--- src/rtl/pio_pkg.sv ---
// Shared definitions for the debounced input PIO: register map and counter sizing.
package pio_pkg;

  localparam logic [2:0] ADDR_DATA     = 3'd0;
  localparam logic [2:0] ADDR_RAW      = 3'd1;
  localparam logic [2:0] ADDR_IRQ_MASK = 3'd2;
  localparam logic [2:0] ADDR_EDGE_CAP = 3'd3;
  localparam logic [2:0] ADDR_RISE_EN  = 3'd4;
  localparam logic [2:0] ADDR_FALL_EN  = 3'd5;

  // Width of a counter that must hold 0..cycles; never narrower than one bit so
  // the bypass configuration still elaborates cleanly.
  function automatic int CNT_W(input int cycles);
    return (cycles < 1) ? 1 : $clog2(cycles + 1);
  endfunction

endpackage

--- src/rtl/pio_debounce_channel.sv ---
// One input channel: multi-flop synchroniser followed by a stable-count debouncer.
module pio_debounce_channel
  import pio_pkg::*;
#(
  parameter int   SYNC_STAGES     = 2,
  parameter int   DEBOUNCE_CYCLES = 1000,
  parameter logic RESET_BIT       = 1'b0
) (
  input  logic clk,
  input  logic reset_n,
  input  logic pad,
  output logic raw,
  output logic deb
);

  logic [SYNC_STAGES-1:0] sync_q;

  // Shift the asynchronous pad through the synchroniser chain.
  always_ff @(posedge clk or negedge reset_n) begin
    if (!reset_n) sync_q <= {SYNC_STAGES{RESET_BIT}};
    else          sync_q <= {sync_q[SYNC_STAGES-2:0], pad};
  end

  assign raw = sync_q[SYNC_STAGES-1];

  generate
    if (DEBOUNCE_CYCLES == 0) begin : g_bypass
      assign deb = raw;
    end else begin : g_deb
      localparam int             CW       = CNT_W(DEBOUNCE_CYCLES);
      localparam logic [CW-1:0]  CNT_LAST = CW'(DEBOUNCE_CYCLES - 1);

      logic [CW-1:0] cnt;
      logic          deb_q;

      // Accept a new level only after it has differed from the current one for
      // DEBOUNCE_CYCLES consecutive cycles; any return to the old level restarts.
      always_ff @(posedge clk or negedge reset_n) begin
        if (!reset_n) begin
          cnt   <= '0;
          deb_q <= RESET_BIT;
        end else if (raw == deb_q) begin
          cnt <= '0;
        end else if (cnt == CNT_LAST) begin
          deb_q <= raw;
          cnt   <= '0;
        end else begin
          cnt <= cnt + CW'(1);
        end
      end

      assign deb = deb_q;
    end
  endgenerate

endmodule

--- src/rtl/avalon_pio_debounced_in.sv ---
// Avalon-MM input PIO with per-channel debouncing, edge capture and masked IRQ.
module avalon_pio_debounced_in
  import pio_pkg::*;
#(
  parameter int               WIDTH           = 2,
  parameter int               SYNC_STAGES     = 2,
  parameter int               DEBOUNCE_CYCLES = 1000,
  parameter logic [WIDTH-1:0] RESET_LEVEL     = '0
) (
  input  logic             clk,
  input  logic             reset_n,
  input  logic [2:0]       address,
  input  logic             chipselect,
  input  logic             write_n,
  input  logic [31:0]      writedata,
  input  logic [WIDTH-1:0] in_port,
  output logic [31:0]      readdata,
  output logic             irq
);

  logic [WIDTH-1:0] raw, deb, deb_d;
  logic [WIDTH-1:0] irq_mask, edge_cap, rise_en, fall_en;
  logic [WIDTH-1:0] rise, fall, w1c, rd_sel;
  logic [31:0]      rd_next;
  logic             wr_en;
  logic             unused_wdata;

  assign wr_en        = chipselect & ~write_n;
  assign unused_wdata = ^writedata;

  generate
    for (genvar i = 0; i < WIDTH; i++) begin : g_ch
      pio_debounce_channel #(
        .SYNC_STAGES     (SYNC_STAGES),
        .DEBOUNCE_CYCLES (DEBOUNCE_CYCLES),
        .RESET_BIT       (RESET_LEVEL[i])
      ) u_ch (
        .clk     (clk),
        .reset_n (reset_n),
        .pad     (in_port[i]),
        .raw     (raw[i]),
        .deb     (deb[i])
      );
    end
  endgenerate

  // Edge qualification and the write-1-to-clear vector for this cycle.
  always_comb begin
    rise = deb & ~deb_d & rise_en;
    fall = ~deb & deb_d & fall_en;
    w1c  = '0;
    if (wr_en && address == ADDR_EDGE_CAP) w1c = writedata[WIDTH-1:0];
  end

  // Control registers and edge capture; a new edge beats a same-cycle clear.
  always_ff @(posedge clk or negedge reset_n) begin
    if (!reset_n) begin
      deb_d    <= RESET_LEVEL;
      irq_mask <= '0;
      edge_cap <= '0;
      rise_en  <= '1;
      fall_en  <= '0;
    end else begin
      deb_d    <= deb;
      edge_cap <= (edge_cap & ~w1c) | rise | fall;
      if (wr_en && address == ADDR_IRQ_MASK) irq_mask <= writedata[WIDTH-1:0];
      if (wr_en && address == ADDR_RISE_EN)  rise_en  <= writedata[WIDTH-1:0];
      if (wr_en && address == ADDR_FALL_EN)  fall_en  <= writedata[WIDTH-1:0];
    end
  end

  // Read mux, zero-extended to the bus width; unmapped addresses read 0.
  always_comb begin
    rd_sel = '0;
    case (address)
      ADDR_DATA:     rd_sel = deb;
      ADDR_RAW:      rd_sel = raw;
      ADDR_IRQ_MASK: rd_sel = irq_mask;
      ADDR_EDGE_CAP: rd_sel = edge_cap;
      ADDR_RISE_EN:  rd_sel = rise_en;
      ADDR_FALL_EN:  rd_sel = fall_en;
      default:       rd_sel = '0;
    endcase
    rd_next              = '0;
    rd_next[WIDTH-1:0]   = rd_sel;
  end

  // Read data is registered every cycle regardless of chipselect.
  always_ff @(posedge clk or negedge reset_n) begin
    if (!reset_n) readdata <= '0;
    else          readdata <= rd_next;
  end

  assign irq = |(edge_cap & irq_mask);

endmodule
--- config.mk ---
export PLATFORM = sky130hd
export DESIGN_NAME = avalon_pio_debounced_in
export DESIGN_NICKNAME = d
export VERILOG_FILES = /design/src/rtl/pio_pkg.sv /design/src/rtl/pio_debounce_channel.sv /design/src/rtl/avalon_pio_debounced_in.sv
export SDC_FILE = /design/constraint.sdc
export NUM_CORES = 1
export LEC_CHECK = 0
export ABC_AREA = 0
export ABC_CLOCK_PERIOD_IN_PS = 1800
export CORE_MARGIN = 2
export CORE_UTILIZATION = 46
export CTS_BUF_LIST = sky130_fd_sc_hd__clkbuf_2 sky130_fd_sc_hd__clkbuf_4 sky130_fd_sc_hd__clkbuf_8
export DETAILED_ROUTE_END_ITERATION = 10
export PLACE_DENSITY_LB_ADDON = 0.08
export SYNTH_ARGS = -nofsm -noshare
export SYNTH_HDL_FRONTEND = slang
export SYNTH_SLANG_ARGS = --single-unit
export TNS_END_PERCENT = 50
--- constraint.sdc ---
create_clock -name clk -period 1.8 [get_ports clk]
set_input_delay 0.27 -clock clk [delete_from_list [all_inputs] [get_ports clk]]
set_output_delay 0.27 -clock clk [all_outputs]
set_load 0.1 [all_outputs]
==> impl_results.md, run 1 <==
- Clock buffer depth: 2
- Final min period: 1580 ps
- Initial core utilization: 49.0%
- Compound-Gate Fraction of Synth Area: 5.94%
- List of cells traversed by the critical path: ha_1, nand2_1, nor4b_1, a311o_1, a31oi_1
- Data arrival time of the critical path: 1740 ps
- Standard-cell rows: 23
- Clock input transition at the sequential cells of the worst setup and hold paths: 70 ps
- Max-cap viol count: 0
- Kind of critical path: register to register
- Crit path capture type: register
- Buffers added on ports: 13
- Pwr dens: 1030 nW/µm²
- Synthesized cell area: 2000 µm²
- Full die area: 4890 µm²
- Final Total Pwr: 2310 µW
- Grt ovf: 0
- Width of the chip: 70.0 µm
- Final period utilization: 88.0%
- Result of the run: finished, final reports clean
- Post-Syn Area per Cell: 10.6 µm²
- Initial DRT Pass Iterations: 4
- Via total after detailed routing: 1269
- Total Routed Length: 3320 µm
- Type of the worst min-delay path: register to register
- Clock root buffer master: clkbuf_8
- Async set-or-reset flop fraction in the synthesized netlist: 100%
- CP Buf/Inv Count: 0
- Max rail drop VDD: 0.853 mV
- Setup repair after global routing missed its margin: no
- Detail-routed via count per cell: 4.84
- Worst path required time: 1960 ps
- Cell count after synthesis: 188
- Cell leakage power: 0.00109 µW
- EDFF count, synth: 0
- Number of different library cells in the post-synthesis netlist: 39
- Mux share of post-synthesis cell area: 8.07%
- Largest net degree at the start of global routing: 39
- Leading area contributor after synthesis: dfrtp_1
- Global-route total usage across every layer: 15.3%
- Wire length of the first global-routing pass: 5920 µm
- H-Tree Level Count: 2
- Via count of the first global-routing pass: 1334
- Detail-routed net length per standard cell: 12.7 µm
- Count of unresolved DRC violations after routing: 0
- Last weighted congestion value of the routability-driven placer: 0.803
- DPL Wire Length: 2490 µm
- Yosys warning total: 0
- CTS tree: built
- Cell class contributing the biggest share of worst-path delay: simple AND/OR/NAND/NOR gates
- Flip-flop and latch count after synthesis: 38
- Maximum fanout along the worst path: 5
- Proportion of netlist area held by the largest area contributor: 45.0%
- Ant diodes: 0
- Cell with the largest stage delay on the worst path: dfrtp_1
- Final Hold Violating Endpoints: 0
- Final TNS setup: 0 ps
- Total setup violations reported at the end of the flow: 0
- Final Skew: 3.07 ps
- Number of nets with antenna violations after detailed routing: 0
- Hold buffer count at cts: 0
- Max Slew Vio Count: 0
- Layout Area Growth over Synthesis: 12.8%
- Count leader, synth: dfrtp_1
- Top cells by count, synth: dfrtp_1, buf_4, nor2_1
- Number of I/O pins: 74
- Combinational family with the most area after synthesis: simple AND/OR/NAND/NOR gates
- Source-to-sink clock delay at the later pin of the worst-skew pair: 290 ps
- Total number of nets in the final design: 254
- CTS sink count: 38
- Filler Cell Count: 360
- Core region area: 4090 µm²
- Total clock buffers created by CTS: 5
- Top achievable clock speed: 631 MHz
- Resized Gates After CTS: 0
- Antenna violations before repair: 0
- Share of post-route cells with drive strength above 1: 13.2%
- Sort of element at the start of the critical path: register
- Primary FF master, synth: dfrtp_1
- Parity-gate share of the synthesized area counting xor and xnor cells: 6.57%
- CP max stage delay: 410 ps
- Post-Synth Simple-Gate Area: 17.9%
- Post-Synth Adder-Cell Area: 1.25%
- Setup repair bufs after CTS: 0
- Iteration-0 DRC count of the detailed router: 17
- Share of the yosys chip area belonging to registers: 47.7%
- Die extent in y: 70.0 µm
- Leading post-synthesis cells by cell area: dfrtp_1, buf_4, nor2_1, xor2_1, nand3_1
layout make-up:
cell class,instances,area [µm²],share of cell area [%]
flip-flops and latches,38,953,42.2
inverters,3,11.3,0.499
clock buffers,6,82.6,3.66
repair buffers,19,180,7.98
multi-input cells,144,907,40.2
clock inverters,2,60.1,2.66
well taps,50,62.6,2.77
cell usage in the layout, fill, tap and decap left out, types with 6 or more instances in the layout:
cell / synthesis / layout
dfrtp_1: 36 / 36
clkdlybuf4s50_1: 0 / 10
xor2_1: 9 / 9
nand2_1: 9 / 9
clkbuf_8: 0 / 6
xnor2_1: 6 / 6
nor2_1: 22 / 22
buf_4: 31 / 8
nand3_1: 11 / 11
conb_1: 1 / 30
metal layers:
layer / routed length [µm] / GRT usage (%) / up-vias / share of wire (%)
li1: - / - / 638 / -
met4: 72 / 7.05 / 0 / 2.2
met2: 1670 / 26.2 / 27 / 50
met5: 0 / 0 / - / 0
met1: 1440 / 17.5 / 596 / 43
met3: 137 / 4.47 / 8 / 4.1
where the power goes:
group          internal, µW  switching [µW]
combinational          93.2             383
sequential              914            42.3
clock                   591             291
total                  1600             717
per-stage QoR:
stage / instance area (µm²) / cells / hold slack (ps) / utilization (%) / worst slack, ps
3_5_place_dp: 2110 / 254 / 342 / 51.7 / -20.2
6_report: 2260 / 262 / 353 / 55.2 / 215
5_1_grt: 2260 / 262 / 372 / 55.2 / 47.8
4_1_cts: 2260 / 262 / 360 / 55.2 / 219
2_1_floorplan: 2110 / 217 / -25.6 / - / 410
3_3_place_gp: 2110 / 254 / 337 / 51.7 / -19.7
path summary, 6_finish.rpt:
path | from | to | slack, ps | cells past startpoint
max reg2reg | g_ch[0].u_ch.g_deb.cnt[0] | g_ch[0].u_ch.g_deb.cnt[7] | 220 | 5
min reg2reg | g_ch[1].u_ch.sync_q[0] | g_ch[1].u_ch.sync_q[1] | 350 | 0
min in group asynchronous | reset_n | g_ch[0].u_ch.g_deb.cnt[8] | 410 | 2
max | g_ch[0].u_ch.g_deb.cnt[0] | g_ch[0].u_ch.g_deb.cnt[7] | 220 | 5
max in group asynchronous | reset_n | rise_en[1] | 1040 | 2
min | g_ch[1].u_ch.sync_q[0] | g_ch[1].u_ch.sync_q[1] | 350 | 0
cell families after synthesis:
group,after synthesis
AO/OA/AOI/OAI,18
XOR/XNOR,15
adder cells (fa/ha/maj),2
buffers and inverters,35
flip-flops,38
multiplexers,13
other,1
AND/OR/NAND/NOR,66
registers in the layout, summed over array words and instances (netlist names):
name and cells:
g_ch.u_ch.g_deb.cnt 20, fall_en 2, edge_cap 2, rise_en 2, irq_mask 2, deb_d 2, g_ch.u_ch.deb 2, readdata 2
g_ch.u_ch.sync_q 4
No activity file was read; power rests on OpenSTA's default activity.
==> run 2: changes to the inputs <==
--- a/config.mk
+++ b/config.mk
@@ -11,7 +11,7 @@
 export CORE_UTILIZATION = 46
 export CTS_BUF_LIST = sky130_fd_sc_hd__clkbuf_2 sky130_fd_sc_hd__clkbuf_4 sky130_fd_sc_hd__clkbuf_8
 export DETAILED_ROUTE_END_ITERATION = 10
-export PLACE_DENSITY_LB_ADDON = 0.08
+export PLACE_DENSITY = 0.83
 export SYNTH_ARGS = -nofsm -noshare
 export SYNTH_HDL_FRONTEND = slang
 export SYNTH_SLANG_ARGS = --single-unit
==> run 2 against run 1 <==
Compared with the run above:
- die area unchanged
- sequential share of layout area increased by 0.28 points
- combinational power increased by 1%
- first-iteration DRC count increased to 3.5 times the previous value
- largest power group unchanged
==> impl_results.md, run 2 (synthesis results as in run 1) <==
- Result of the run: finished, final reports clean
- Worst path required time: 1950 ps (about the same)
- Width of the chip: 70.0 µm (unchanged)
- Setup repair after global routing missed its margin: no
- Portion of total power attributed to the clock network: 29.3% (-8.8 points)
- Switching power as a share of total power: 35.1% (+4.1 points)
- Via total after detailed routing: 1304 (+2.8%)
- Maximum fanout along the worst path: 5 (unchanged)
- Max Slew Vio Count: 0 (unchanged)
- Via count of the first global-routing pass: 1257 (-5.8%)
- Sort of element at the start of the critical path: register
- Cell class contributing the biggest share of worst-path delay: simple AND/OR/NAND/NOR gates
- Most common cell after layout, fill and taps aside: dfrtp_1
- Initial DRT Pass Iterations: 4 (unchanged)
- Source-to-sink clock delay at the later pin of the worst-skew pair: 280 ps (about the same)
- Wire length of the first global-routing pass: 5640 µm (-4.7%)
- Layout Area Growth over Synthesis: 12.1%
- CP Buf/Inv Count: 0 (unchanged)
- Last weighted congestion value of the routability-driven placer: 0.806 (+0.34%)
- Cell leakage power: 0.00108 µW (-0.48%)
- Worst slack after detailed placement: -22.3 ps (-2.15 ps)
- Net load switching power: 714 µW (-0.39%)
- Final min period: 1580 ps (-2.80 ps)
- DPL Wire Length: 2410 µm (-3.2%)
- Clock root buffer master: clkbuf_8
- Total Routed Length: 3170 µm (-4.6%)
- Max-cap viol count: 0 (unchanged)
- CTS tree: built
- Internal power: 1320 µW (-17%)
- Registers with the most flip-flops: g_ch.u_ch.g_deb.cnt x20, g_ch.u_ch.sync_q x4
- Hold Slack: 355 ps (+1.56 ps)
- Core region area: 4090 µm² (unchanged)
- Detail-routed via count per cell: 4.92 (+1.6%)
- Detail-routed net length per standard cell: 11.9 µm (-5.6%)
- Largest net degree at the start of global routing: 21 (-46%)
- Clock buffer depth: 2 (unchanged)
- Global-route total usage across every layer: 14.3% (-0.96 points)
- Antenna violations before repair: 0 (unchanged)
- H-Tree Level Count: 2 (unchanged)
- Number of I/O pins: 74 (unchanged)
- Most frequent cells in the layout: dfrtp_1, conb_1, nor2_1
- Final worst setup slack: 218 ps (+2.80 ps)
- Pwr dens: 907 nW/µm² (-12%)
- Crit path capture type: register
- Iteration-0 DRC count of the detailed router: 59 (+42)
- Full die area: 4890 µm² (unchanged)
- Type of the worst min-delay path: register to register
- Total number of nets in the final design: 257 (+1.2%)
- Sequential power share: 46.9% (+5.6 points)
- Kind of critical path: register to register
- Total setup violations reported at the end of the flow: 0 (unchanged)
- Final TNS setup: 0 ps (unchanged)
- Top achievable clock speed: 632 MHz (+0.18%)
- Clock input transition at the sequential cells of the worst setup and hold paths: 70 ps (about the same)
- Count of unresolved DRC violations after routing: 0 (unchanged)
- CP max stage delay: 410 ps (about the same)
- Final Hold Violating Endpoints: 0 (unchanged)
- Resized Gates After CTS: 0 (unchanged)
- Filler Cell Count: 373 (+3.6%)
- Largest reg by FF count: g_ch.u_ch.g_deb.cnt
- List of cells traversed by the critical path: ha_1, nand2_1, nor4b_1, a311o_1, a31oi_1
- Buffers added on ports: 13 (unchanged)
- Number of nets with antenna violations after detailed routing: 0 (unchanged)
- Max FFs per register: 20 (unchanged)
- Combinational share of power: 23.8% (+3.2 points)
- Total clock buffers created by CTS: 5 (unchanged)
- Final Skew: 3.91 ps (+0.837 ps)
- Die extent in y: 70.0 µm (unchanged)
- Final Total Pwr: 2030 µW (-12%)
- Final period utilization: 87.9% (-0.16 points)
- Initial core utilization: 49.0% (unchanged)
- CTS sink count: 38 (unchanged)
- Share of post-route cells with drive strength above 1: 14.4% (+1.2 points)
- Data arrival time of the critical path: 1730 ps (about the same)
- Ant diodes: 0 (unchanged)
- Standard-cell rows: 23 (unchanged)
- Cell with the largest stage delay on the worst path: dfrtp_1
- Grt ovf: 0 (unchanged)
- Max rail drop VDD: 0.530 mV (-38%)
==> run 2: per-layer routing <==
metal | part of all wire (%) | track usage (%) | vias up | wire length [µm]
li1 | - | - | 644 | -
met1 | 47 | 18.0 | 628 | 1480
met2 | 49 | 24.0 | 30 | 1540
met3 | 4.2 | 4.47 | 2 | 134
met4 | 0.44 | 3.85 | 0 | 14
met5 | 0 | 0 | - | 0
==> run 2: power groups by stage <==
stage / combinational (µW) / clock, µW / sequential, µW
3_3_place_gp: 478 / 0 / 969
2_1_floorplan: 413 / 0 / 1000
6_report: 483 / 596 / 955
3_5_place_dp: 483 / 0 / 971
4_1_cts: 485 / 625 / 954
5_1_grt: 509 / 658 / 964
==> run 2: through the flow <==
stage	area (µm²)	utilization, %	std cells
finish	2240	54.9	265
global route	2240	54.9	265
CTS	2240	54.9	265
detailed placement	2140	52.3	256
global placement	2140	52.3	256
floorplan	2110	-	217
==> run 2: worst paths after layout <==
kind / cells past startpoint / startpoint / slack, ps / end
min in group asynchronous: 2 / reset_n / 460 / g_ch[0].u_ch.sync_q[1]
worst min register to register: 0 / g_ch[1].u_ch.sync_q[0] / 350 / g_ch[1].u_ch.sync_q[1]
worst max-delay path: 5 / g_ch[0].u_ch.g_deb.cnt[0] / 220 / g_ch[0].u_ch.g_deb.cnt[7]
worst min-delay path: 0 / g_ch[1].u_ch.sync_q[0] / 350 / g_ch[1].u_ch.sync_q[1]
max in group asynchronous: 3 / reset_n / 820 / rise_en[0]
worst max register to register: 5 / g_ch[0].u_ch.g_deb.cnt[0] / 220 / g_ch[0].u_ch.g_deb.cnt[7]
==> run 2: worst register-to-register path, cell delays in order (launching register included) <==
cell,delay (ps)
dfrtp_1,410
ha_1,240
nand2_1,110
nor4b_1,370
a311o_1,230
a31oi_1,90
==> run 2: area by class of cell <==
class / count / area (µm²) / share of cell area, %
tap: 50 / 62.6 / 2.79
sequential: 38 / 953 / 42.5
multi-input combinational: 144 / 907 / 40.5
timing repair buffer: 22 / 213 / 9.49
clock buffer: 6 / 82.6 / 3.68
inverter: 3 / 11.3 / 0.502
clock inverter: 2 / 12.5 / 0.558
==> run 2: timing repair <==
| item | CTS | global route |
|---|---|---|
| setup endpoints to repair | 0 | 0 |
| setup buffers | 0 | 0 |
| hold buffers | 1 | 0 |
| endpoints found under the hold margin | 17 | 0 |
==> run 3: changes to the inputs <==
--- a/config.mk
+++ b/config.mk
@@ -10,6 +10,7 @@
 export CORE_MARGIN = 2
 export CORE_UTILIZATION = 46
 export CTS_BUF_LIST = sky130_fd_sc_hd__clkbuf_2 sky130_fd_sc_hd__clkbuf_4 sky130_fd_sc_hd__clkbuf_8
+export CTS_CLUSTER_DIAMETER = 30
 export DETAILED_ROUTE_END_ITERATION = 10
 export PLACE_DENSITY = 0.83
 export SYNTH_ARGS = -nofsm -noshare
==> results of run 3 <==
The final DEF is identical to that of run 2; final timing and power are the same.
